`src/rtl/spm_pkg.sv`:
```
// Shared types and defaults for the serial-parallel multiplier.
package spm_pkg;
  localparam int SPM_WIDTH_DEFAULT = 32;

  typedef enum logic [1:0] {IDLE, RUN, DONE} spm_state_e;
endpackage

```
`src/rtl/spm_csa.sv`:
```
// One-bit carry-save cell: adds x&ys to the upstream sum and its own carry.
module spm_csa (
  input  logic clk,
  input  logic rst,
  input  logic clr_i,
  input  logic init_i,
  input  logic x_i,
  input  logic ys_i,
  input  logic sin_i,
  output logic y
);
  logic       s_q, c_q, c_d;
  logic [1:0] t;

  // y is combinational from local flops only, so the chain never ripples
  always_comb begin
    t   = 2'(x_i & ys_i) + 2'(s_q) + 2'(c_q);
    c_d = t[1];
    y   = t[0];
  end

  always_ff @(posedge clk) begin
    if (!rst) begin
      s_q <= 1'b0;
      c_q <= 1'b0;
    end else if (clr_i) begin
      s_q <= init_i;
      c_q <= init_i;
    end else begin
      s_q <= sin_i;
      c_q <= c_d;
    end
  end
endmodule

```
`src/rtl/spm_seq.sv`:
```
// WIDTH-generic start/done serial-parallel multiplier with signed/unsigned mode.
module spm_seq
  import spm_pkg::*;
#(
  parameter  int WIDTH = SPM_WIDTH_DEFAULT,
  localparam int PW    = 2 * WIDTH
) (
  input  logic          clk,
  input  logic          rst,
  input  logic          in_valid,
  output logic          in_ready,
  input  logic [WIDTH-1:0] x,
  input  logic [WIDTH-1:0] y,
  input  logic          tc,
  output logic          p_sbit,
  output logic          p_svalid,
  output logic          out_valid,
  input  logic          out_ready,
  output logic [PW-1:0] p
);
  localparam int KW = $clog2(PW) + 1;

  spm_state_e       state_q;
  logic [KW-1:0]    k_q;
  logic [WIDTH-1:0] x_q, y_q, sum;
  logic             tc_q, accept;
  logic [PW-1:0]    p_q;

  assign accept = (state_q == IDLE) && in_valid;

  // Signed mode: x = x_u - x[W-1]*2^W. The negative row term is added as
  // ~(x[W-1]&yk) at weight 2^W per cycle plus a one-off 2^W bias, which the
  // MSB cell holds by loading both its sum and carry flops with 1 on accept.
  for (genvar i = 0; i < WIDTH; i++) begin : g_cell
    logic sin, init;
    if (i == WIDTH - 1) begin : g_msb
      assign sin  = tc_q & ~(x_q[WIDTH-1] & y_q[0]);
      assign init = tc;
    end else begin : g_mid
      assign sin  = sum[i+1];
      assign init = 1'b0;
    end
    spm_csa u_csa (
      .clk   (clk),
      .rst   (rst),
      .clr_i (accept),
      .init_i(init),
      .x_i   (x_q[i]),
      .ys_i  (y_q[0]),
      .sin_i (sin),
      .y     (sum[i])
    );
  end

  always_ff @(posedge clk) begin
    if (!rst) begin
      state_q <= IDLE;
      k_q     <= '0;
      x_q     <= '0;
      y_q     <= '0;
      tc_q    <= 1'b0;
      p_q     <= '0;
    end else begin
      case (state_q)
        IDLE: if (accept) begin
          x_q     <= x;
          y_q     <= y;
          tc_q    <= tc;
          k_q     <= '0;
          state_q <= RUN;
        end
        RUN: begin
          p_q <= {sum[0], p_q[PW-1:1]};
          // arithmetic shift keeps feeding the sign bit once y is exhausted
          y_q <= {tc_q & y_q[WIDTH-1], y_q[WIDTH-1:1]};
          k_q <= k_q + 1'b1;
          if (k_q == KW'(PW - 1)) state_q <= DONE;
        end
        DONE: if (out_ready) state_q <= IDLE;
        default: state_q <= IDLE;
      endcase
    end
  end

  assign in_ready  = (state_q == IDLE);
  assign out_valid = (state_q == DONE);
  assign p_svalid  = (state_q == RUN);
  assign p_sbit    = p_svalid & sum[0];
  assign p         = p_q;
endmodule
```
`config.mk`:
```
export PLATFORM = sky130hd
export DESIGN_NAME = spm_seq
export DESIGN_NICKNAME = d
export VERILOG_FILES = /design/src/rtl/spm_pkg.sv /design/src/rtl/spm_csa.sv /design/src/rtl/spm_seq.sv
export SDC_FILE = /design/constraint.sdc
export NUM_CORES = 1
export LEC_CHECK = 0
export ABC_AREA = 1
export CORE_MARGIN = 2
export CORE_UTILIZATION = 45
export DETAILED_ROUTE_END_ITERATION = 12
export GPL_TIMING_DRIVEN = 0
export HOLD_SLACK_MARGIN = 0.03
export PLACE_DENSITY = 0.67
export SLEW_MARGIN = 20
export SYNTH_ARGS = -nofsm -noshare
export SYNTH_HDL_FRONTEND = slang
export SYNTH_SLANG_ARGS = --single-unit
```
`constraint.sdc`:
```
create_clock -name clk -period 3.5 [get_ports clk]
set_clock_uncertainty 0.15 [all_clocks]
set_input_delay 0.7 -clock clk [delete_from_list [all_inputs] [get_ports clk]]
set_output_delay 0.7 -clock clk [all_outputs]
set_load 0.01 [all_outputs]
```
==> qor.yml, run 1 <==
outcome:
  outcome: "finished, final reports clean"
worst_setup_path:
  end_of_the_worst_register_to_register_path: "g_cell[23].u_csa.s_q"
  critPathSlowestCell: "clkdlybuf4s50_1"
  critical_path_class: "flip-flop to output port"
  worst_setup_path_end_kind: "output port"
  critical-path-max-stage-delay_ps: 480
  rrSetupSlack_ps: 1470
  regToRegStartpoint: "y_q[0]"
  worst-path-max-fanout: 10
  r2r.worst_path.cells: 4
  worstPathCellList: "buf_4 > nand2_1 > inv_1 > fa_1 > nand2_1 > inv_1 > clkdlybuf4s50_1"
  startpoint: "y_q[0]"
  required_ps: 2650
  worst_setup_path_start_kind: "flip-flop"
  timing.critical_path.arrival_ps: 2450
clocking:
  clk_path_buf_depth: 3
  clock_insertion_delay_worst_skew_ps: 490
  cts.sinks: 202
  cts-buffers-inserted: 22
  clkTransAtPathRegs_ps: 60
  hold_fix_buffers_cts: 0
  cts_tree: "built"
  htree_levels: 1
  root_buffer: "clkbuf_16"
sta:
  worst-slew-pin-transition_ps: 649.9
  layout_setup_ws_ps: 195.2
  finalCritPeriodShare_pct: 94.42
  final.setup.tns_ps: 0
  final_max_slew_viol_count: 0
  max_slew_margin_pct: 56.68
  final_setup_violation_count: 0
  grt_setup_unrepaired: "no"
  timing.final.crit_period_ps: 3305
  finalHoldWorstSlack_ps: 323.5
  report.final.hold_viol_count: 0
  maxClockFrequency_mhz: 302.6
routing:
  via_count: 6285
  post_drt_via_cell_ratio: 4.708
  dr.first_iter.drc_count: 272
  drc: 0
  totalWireLength_mm: 17.50
  average_routed_wire_per_standard_cell_um: 13.11
  ant_nets_after_route: 0
  drt_pass_1_iters: 4
floorplan:
  die_x_um: 134.4
  die_h_um: 134.4
  initial_core_util_pct: 46.13
  die-area_um2: 18060
  core_um2: 16580
  core.rowCount: 47
  num_io_pins: 137
cells_and_area:
  final_layout_size_suffix_gt1_share_pct: 6.278
  layout.cells.most_common: "nor2_1"
  most-common-layout-cells: "260 x nor2_1, 202 x dfxtp_1, 140 x nand2_1"
  insertedDiodeCount: 0
  finish.instance_area_um2: 9966
  num-nets-final: 1201
  post_layout_nonfiller_instances: 1335
  layout-area-overhead-vs-synth_pct: 30.27
pwr:
  pwr_density_cell_nw_per_um2: 523.8
  cellLeakagePower_nw: 3.825
  power.ir.vdd_worst_mv: 0.4447
placed_design:
  half_perimeter_wire_length_of_the_detailed_placement_result_mm: 12.17
  place.detailed.instances: 1296
  gp_congestion: 0.7648
  dp_slack_ps: 257.3
  detailed_place.area_um2: 9286
  place.port_buffers: 136
global_routing:
  antenna_found_initial: 1
  grt_start_max_net_pins: 14
  total_overflow_reported_by_the_global_router: 0
  via_count_of_the_first_global_routing_pass: 5965
  grtUsageTotal_pct: 19.23
  grt_first_pass_wirelength_mm: 28.37
min_path:
  worst_hold_path_type: "flip-flop to flip-flop"
  holdPathStages: 2
  hold_path_startpoint: "k_q[6]"
  worst_hold_path_ep: "k_q[6]"
synthesis:
  synth_fp_nets: 1042
  post_synth.cell_area_avg_um2: 8.138
  synth-seq-area-share_pct: 52.86
  yosysWarnings: 0
  netlist-cell-type-count: 22
  postSynthRegisterBits: 202
  syn_area_um2: 7650
  syn-instance-count: 940
flow_run:
  maxCapViolations: 0
-- critical path, delay by kind of cell (launching register included) --
kind / cells / cell delay [ps]
adders and majority gates: 1 / 440
buffers and inverters: 4 / 860
DFF: 1 / 450
and+or+nand+nor: 2 / 210
-- state kept, by name, indices dropped and copies added, names as in the netlist --
signal            cells
y_q                  32
state_q               2
p                    64
tc_q                  1
g_cell.u_csa.c_q     32
x_q                  32
k_q                   7
g_cell.u_csa.s_q     32
-- per-layer routing --
| layer | GRT usage [%] | vias to the layer above | wire length [µm] |
|---|---|---|---|
| met5 | 0 | - | 14 |
| met2 | 33.05 | 130 | 8192 |
| met3 | 5.178 | 32 | 1122 |
| li1 | - | 3218 | - |
| met1 | 23.91 | 2903 | 7767 |
| met4 | 5.146 | 2 | 405 |
-- logic make-up (layout without fill, tap and decap cells) --
logic type	count (synthesis)	after routing	synth area share [%]
buf+inv	146	321	7.916
compound gates	147	147	10.19
simple gates	412	412	20.49
flops	202	202	52.86
fa+ha+maj	33	33	8.538
-- layout make-up --
class                   instances  area, µm²
multi-input cells             592       3000
inverters                      90      337.8
flip-flops and latches        202       4044
well taps                     220      275.3
fillers                      1562       6618
plain buffers                  55      267.8
repair buffers                136       1361
clock inverters                 8      40.04
clock buffers                  32      639.4
-- how the worst max path moves through the flow --
stage / to
final: p_sbit
after global routing: p_sbit
after CTS: p_sbit
after detailed placement: p_sbit
after global placement: p_sbit
after floorplan: p_sbit
-- power breakdown --
part | leakage, nW | switching [W] | total (W) | internal (W)
Sequential | 1.65 | 0.0000729 | 0.00249 | 0.00242
Combinational | 1.83 | 0.000290 | 0.000561 | 0.000272
Clock | 0.343 | 0.000902 | 0.00217 | 0.00127
-- cell usage after synthesis --
cell type | number | share of area [%]
nand3_1 | 6 | 0.39
nor2_1 | 260 | 13
a21oi_1 | 11 | 0.72
nor2_2 | 1 | 0.082
nand2_1 | 140 | 6.9
inv_2 | 2 | 0.098
nand4_1 | 2 | 0.16
nand2_2 | 2 | 0.16
buf_6 | 1 | 0.15
clkbuf_1 | 27 | 1.3
o21ai_2 | 1 | 0.11
a31oi_1 | 31 | 2.5
ha_1 | 1 | 0.16
nor3_1 | 1 | 0.065
o21ai_1 | 1 | 0.065
buf_2 | 22 | 1.4
dfxtp_1 | 202 | 53
o22ai_1 | 1 | 0.082
o21ai_0 | 102 | 6.7
fa_1 | 32 | 8.4
inv_1 | 88 | 4.3
buf_4 | 6 | 0.59
-- stage by stage --
step,utilization (%),power (W)
floorplan,-,0.002817
global placement,56.00,0.003096
detailed placement,56.00,0.003103
CTS,60.12,0.005273
global route,60.10,0.005437
finish,60.10,0.005220
-- repair_timing --
item,4_1_cts,5_1_grt
resized for setup,2,1
setup buffers,0,0
setup endpoints to repair,1,1
Power figures use the tool's default switching activity.
==> run 2: changes to the inputs <==
--- a/config.mk
+++ b/config.mk
@@ -12,6 +12,8 @@
 export GPL_TIMING_DRIVEN = 0
 export HOLD_SLACK_MARGIN = 0.03
 export PLACE_DENSITY = 0.67
+export SETUP_SLACK_MARGIN = 0.1
+export SKIP_LAST_GASP = 1
 export SLEW_MARGIN = 20
 export SYNTH_ARGS = -nofsm -noshare
 export SYNTH_HDL_FRONTEND = slang
==> qor.yml, run 2 (synthesis results as in run 1) <==
floorplan:
  die-area_um2: 18060  # unchanged
  core_um2: 16580  # unchanged
  die_h_um: 134.4  # unchanged
  die_x_um: 134.4  # unchanged
  initial_core_util_pct: 46.13  # unchanged
  num_io_pins: 137  # unchanged
  core.rowCount: 47  # unchanged
cells_and_area:
  final_layout_size_suffix_gt1_share_pct: 6.362  # +0.084 points
  post-route-util_pct: 60.18  # +0.083 points
  most-common-layout-cells: "260 x nor2_1, 202 x dfxtp_1, 140 x nand2_1"
  num-nets-final: 1202  # +0.083%
  insertedDiodeCount: 0  # unchanged
  layout.cells.most_common: "nor2_1"
  layout-area-overhead-vs-synth_pct: 30.45
  largest_register_ffs: 64  # unchanged
min_path:
  hold_path_startpoint: "k_q[6]"
  worst_hold_path_type: "flip-flop to flip-flop"
placed_design:
  half_perimeter_wire_length_of_the_detailed_placement_result_mm: 12.17  # unchanged
  place.port_buffers: 136  # unchanged
  gp_congestion: 0.7648  # unchanged
  dp_slack_ps: 257.3  # unchanged
routing:
  drt_pass_1_iters: 5  # +1
  post_drt_via_cell_ratio: 4.683  # -0.54%
  via_count: 6256  # -0.46%
  totalWireLength_mm: 17.53  # +0.15%
  ant_nets_after_route: 0  # unchanged
  dr.first_iter.drc_count: 294  # +8.1%
  drc: 0  # unchanged
  average_routed_wire_per_standard_cell_um: 13.12  # about the same
sta:
  worst-slew-pin-transition_ps: 630.8  # -19.09 ps
  grt_setup_unrepaired: "no"
  max_slew_margin_pct: 57.95  # +1.3 points
  maxClockFrequency_mhz: 330.0  # +9.1%
  finalCritPeriodShare_pct: 86.58  # -7.8 points
  finalHoldWorstSlack_ps: 323.5  # -0.05900 ps
  final.setup.tns_ps: 0  # unchanged
  timing.final.crit_period_ps: 3030  # -274.3 ps
  final_setup_violation_count: 0  # unchanged
  report.final.hold_viol_count: 0  # unchanged
  final_max_slew_viol_count: 0  # unchanged
  layout_setup_ws_ps: 469.5  # +274.3 ps
clocking:
  clk_path_buf_depth: 3  # unchanged
  htree_levels: 1  # unchanged
  cts-buffers-inserted: 22  # unchanged
  cts_resized: 4  # +2
  root_buffer: "clkbuf_16"
  hold_fix_buffers_cts: 0  # unchanged
  clock_insertion_delay_worst_skew_ps: 490  # about the same
  cts_tree: "built"
  cts.sinks: 202  # unchanged
  post_cts.repair.setup_buffers: 0  # unchanged
  clkTransAtPathRegs_ps: 60  # about the same
pwr:
  pwr_density_cell_nw_per_um2: 523.2  # -0.11%
  power.ir.vdd_worst_mv: 0.4478  # +0.71%
  cellLeakagePower_nw: 3.849  # +0.65%
  finalPower_w: 0.005222  # about the same
global_routing:
  grtUsageMet3_pct: 5.178  # unchanged
  grtUsageTotal_pct: 19.24  # about the same
  grt.met1_usage_pct: 23.89  # -0.024 points
  grt_start_max_net_pins: 14  # unchanged
  gr-max-usage-layer: "met2"
  antenna_found_initial: 1  # unchanged
  total_overflow_reported_by_the_global_router: 0  # unchanged
  grt_first_pass_wirelength_mm: 28.37  # about the same
  met2_track_utilization_from_global_routing_pct: 33.13  # +0.085 points
  via_count_of_the_first_global_routing_pass: 5963  # -0.034%
worst_setup_path:
  worst-path-max-fanout: 10  # unchanged
  regToRegStartpoint: "y_q[0]"
  worst_setup_path_start_kind: "flip-flop"
  required_ps: 2650  # about the same
  critical_path_class: "flip-flop to output port"
  timing.critical_path.arrival_ps: 2180  # -270 ps
  worst_setup_path_end_kind: "output port"
  startpoint: "state_q[0]"
outcome:
  outcome: "finished, final reports clean"
flow_run:
  maxCapViolations: 0  # unchanged
==> run 2: cell count changes in the layout (fill, tap and decap cells not counted) <==
cell	before	now
buf_4	7	6
clkbuf_2	0	1
clkbuf_8	3	4
clkdlybuf4s50_1	136	135
dlymetal6s2s_1	0	1
==> run 2: per-stage QoR <==
stage | std cells | cell area [µm²]
floorplan | 940 | 7650
global placement | 1296 | 9286
detailed placement | 1296 | 9286
CTS | 1336 | 9977
global route | 1336 | 9980
finish | 1336 | 9980
==> run 2: area by class of cell <==
cell class	count	area, µm²
Inverter	90	337.8
Sequential cell	202	4044
Timing Repair Buffer	136	1364
Clock buffer	32	639.4
Multi-Input combinational cell	592	3000
Tap cell	220	275.3
Buffer	56	279.0
Clock inverter	8	40.04
Fill cell	1559	6604
==> run 2: layer usage <==
layer	vias to the layer above	part of all wire, %
met3	32	7.1
met5	-	0.080
met1	2877	44
met2	131	47
li1	3214	-
met4	2	2.3
==> run 2: where the power goes <==
group	internal, W	switching, W	total (W)
registers	0.00242	0.0000717	0.00249
clock network	0.00127	0.000903	0.00217
logic	0.000273	0.000291	0.000563
total	0.00396	0.00126	0.00522
==> run 2: final timing paths <==
path / end / slack, ps / cells after the start
max: p_svalid / 470 / 5
min: k_q[6] / 320 / 2
max reg2reg: g_cell[23].u_csa.s_q / 1460 / 5
min reg2reg: k_q[6] / 320 / 2
==> run 2: worst max-delay path, stage by stage, from the launching register on <==
cell             delay (ps)
dfxtp_1                 410
nand2_2                 180
inv_2                    90
buf_4                   180
buf_2                   240
clkdlybuf4s50_1         570
==> run 3: changes to the inputs <==
--- a/config.mk
+++ b/config.mk
@@ -6,15 +6,17 @@
 export NUM_CORES = 1
 export LEC_CHECK = 0
 export ABC_AREA = 1
+export CELL_PAD_IN_SITES_DETAIL_PLACEMENT = 1
+export CELL_PAD_IN_SITES_GLOBAL_PLACEMENT = 1
 export CORE_MARGIN = 2
-export CORE_UTILIZATION = 45
+export CORE_UTILIZATION = 41
 export DETAILED_ROUTE_END_ITERATION = 12
 export GPL_TIMING_DRIVEN = 0
 export HOLD_SLACK_MARGIN = 0.03
-export PLACE_DENSITY = 0.67
+export PLACE_DENSITY = 0.81
 export SETUP_SLACK_MARGIN = 0.1
 export SKIP_LAST_GASP = 1
-export SLEW_MARGIN = 20
+export SLEW_MARGIN = 5
 export SYNTH_ARGS = -nofsm -noshare
 export SYNTH_HDL_FRONTEND = slang
 export SYNTH_SLANG_ARGS = --single-unit
==> constraint.sdc (replaced) <==
create_clock -name clk -period 3.5 [get_ports clk]
set_clock_uncertainty 0.15 [all_clocks]
set_input_delay 0.7 -clock clk [delete_from_list [all_inputs] [get_ports clk]]
set_output_delay 0.7 -clock clk [all_outputs]
set_load 0.005 [all_outputs]
==> qor.yml, run 3 (synthesis results as in run 1) <==
worst_setup_path:
  required_ps: 2650  # about the same
  worst_setup_path_end_kind: "output port"
  rrSetupSlack_ps: 1440  # -20 ps
  worst_setup_path_start_kind: "flip-flop"
  timing.critical_path.arrival_ps: 2420  # +240 ps
  critical_path_class: "flip-flop to output port"
  worst-path-max-fanout: 10  # unchanged
routing:
  ant_nets_after_route: 0  # unchanged
  drc: 0  # unchanged
  totalWireLength_mm: 20.64  # +18%
  post_drt_via_cell_ratio: 4.856  # +3.7%
  drt_pass_1_iters: 4  # -1
  via_count: 6536  # +4.5%
  average_routed_wire_per_standard_cell_um: 15.34  # +17%
  dr.first_iter.drc_count: 258  # -12%
pwr:
  power.share.combinational_pct: 10.2  # -0.6 points
  power.switching_w: 0.001297  # +2.5%
  power.switching_fraction_pct: 23.59  # -0.63 points
  pwr_density_cell_nw_per_um2: 544.7  # +4.1%
  cell_internal_pwr_w: 0.004201  # +6.2%
  p_clk_share_pct: 44.5  # +3.0 points
  sequentialPowerShare_pct: 45.4  # -2.3 points
  power.ir.vdd_worst_mv: 0.2732  # -39%
  cellLeakagePower_nw: 3.879  # +0.76%
outcome:
  outcome: "finished, final reports clean"
clocking:
  cts.sinks: 202  # unchanged
  cts-buffers-inserted: 22  # unchanged
  clock_insertion_delay_worst_skew_ps: 500  # about the same
  htree_levels: 1  # unchanged
  post_cts.repair.setup_buffers: 0  # unchanged
  root_buffer: "clkbuf_16"
  cts_tree: "built"
  clkTransAtPathRegs_ps: 60  # about the same
  clk_path_buf_depth: 3  # unchanged
sta:
  timing.final.crit_period_ps: 3273  # +242.3 ps
  final_setup_violation_count: 0  # unchanged
  report.final.hold_viol_count: 0  # unchanged
  final_max_slew_viol_count: 0  # unchanged
  grt_setup_unrepaired: "no"
  max_slew_margin_pct: 58.84  # +0.89 points
  worst-slew-pin-transition_ps: 617.4  # -13.38 ps
  final.setup.tns_ps: 0  # unchanged
  finalCritPeriodShare_pct: 93.51  # +6.9 points
  maxClockFrequency_mhz: 305.6  # -7.4%
  layout_setup_ws_ps: 227.3  # -242.3 ps
  finalHoldWorstSlack_ps: 324.4  # +0.9250 ps
floorplan:
  die-area_um2: 19770  # +9.5%
  core.rowCount: 49  # +4.3%
  core_um2: 18150  # +9.4%
  num_io_pins: 137  # unchanged
  die_x_um: 140.6  # +4.6%
  die_h_um: 140.6  # +4.6%
  initial_core_util_pct: 42.15  # -4.0 points
cells_and_area:
  final_layout_size_suffix_gt1_share_pct: 6.810  # +0.45 points
  sequential_cell_area_um2: 4044  # unchanged
  combined_area_of_the_multi_input_logic_cells_um2: 3000  # unchanged
  most-common-layout-cells: "260 x nor2_1, 202 x dfxtp_1, 140 x nand2_1"
  layout.cells.most_common: "nor2_1"
  layout-area-overhead-vs-synth_pct: 31.96
  num-nets-final: 1202  # unchanged
  largest_register_ffs: 64  # unchanged
  nFillCells: 2201  # +41%
global_routing:
  grt_start_max_net_pins: 14  # unchanged
  grtUsageTotal_pct: 20.92  # +1.7 points
  grt_first_pass_wirelength_mm: 33.73  # +19%
  total_overflow_reported_by_the_global_router: 0  # unchanged
  via_count_of_the_first_global_routing_pass: 6958  # +17%
  antenna_found_initial: 3  # +2
min_path:
  worst_hold_path_type: "flip-flop to flip-flop"
placed_design:
  gp_congestion: 0.7544  # -1.4%
  place.port_buffers: 136  # unchanged
  half_perimeter_wire_length_of_the_detailed_placement_result_mm: 14.14  # +16%
  dp_slack_ps: 267.3  # +9.974 ps
flow_run:
  maxCapViolations: 0  # unchanged
run 3: cell count changes in the layout (fill, tap and decap cells not counted), moves of 2 or more:
cell,previous run,this run
bufinv_16,0,2
clkbuf_8,4,8
clkbuf_1,31,26
clkinv_2,8,5
run 3: area by class of cell:
class / count / share of cell area [%]
Buffer: 56 / 2.776
Inverter: 90 / 3.347
Multi-Input combinational cell: 592 / 29.72
Clock buffer: 32 / 6.829
Timing Repair Buffer: 136 / 13.49
Sequential cell: 202 / 40.06
Clock inverter: 8 / 0.9172
Antenna cell: 1 / 0.02479
Tap cell: 229 / 2.838
run 3: path summary, 6_finish.rpt:
check             startpoint              endpoint  cells after the start
setup / recovery      y_q[0]                p_sbit                      8
hold / removal        k_q[6]                k_q[6]                      2
setup reg to reg      y_q[0]  g_cell[11].u_csa.s_q                      7
hold reg to reg       k_q[6]                k_q[6]                      2
run 3: stage by stage:
stage	total power (W)	area, µm²	cells	util (%)
2_1_floorplan	0.002796	7650	940	-
3_3_place_gp	0.003079	9298	1305	51.23
3_5_place_dp	0.003097	9298	1305	51.23
4_1_cts	0.005557	10090	1345	55.61
5_1_grt	0.005718	10090	1346	55.63
6_report	0.005498	10090	1346	55.63
run 3: critical path: stages, from the launching register on:
cell and delay (ps):
dfxtp_1 290, buf_2 160, buf_8 160, nand2_1 60, inv_1 40, fa_1 520, nand2_1 90, inv_1 70
clkdlybuf4s50_1 520
run 3: metal layers:
layer	up-vias	wire (µm)	track usage (%)
met5	-	24	0
met3	33	1135	5.367
met1	3162	8714	24.93
met4	4	444	5.895
met2	114	10320	37.49
li1	3223	-	-
run 3: timing repair:
item,CTS,global route
gates resized for setup,4,2
setup endpoints to repair,1,1
hold buffers,0,0
pin swaps,0,0
run 3: power by group through the flow:
| stage | clock network, W | logic [W] | registers (W) |
|---|---|---|---|
| 2_1_floorplan | 0 | 0.000266 | 0.00253 |
| 3_3_place_gp | 0 | 0.000542 | 0.00254 |
| 3_5_place_dp | 0 | 0.000557 | 0.00254 |
| 4_1_cts | 0.00250 | 0.000567 | 0.00249 |
| 5_1_grt | 0.00259 | 0.000626 | 0.00251 |
| 6_report | 0.00245 | 0.000558 | 0.00249 |
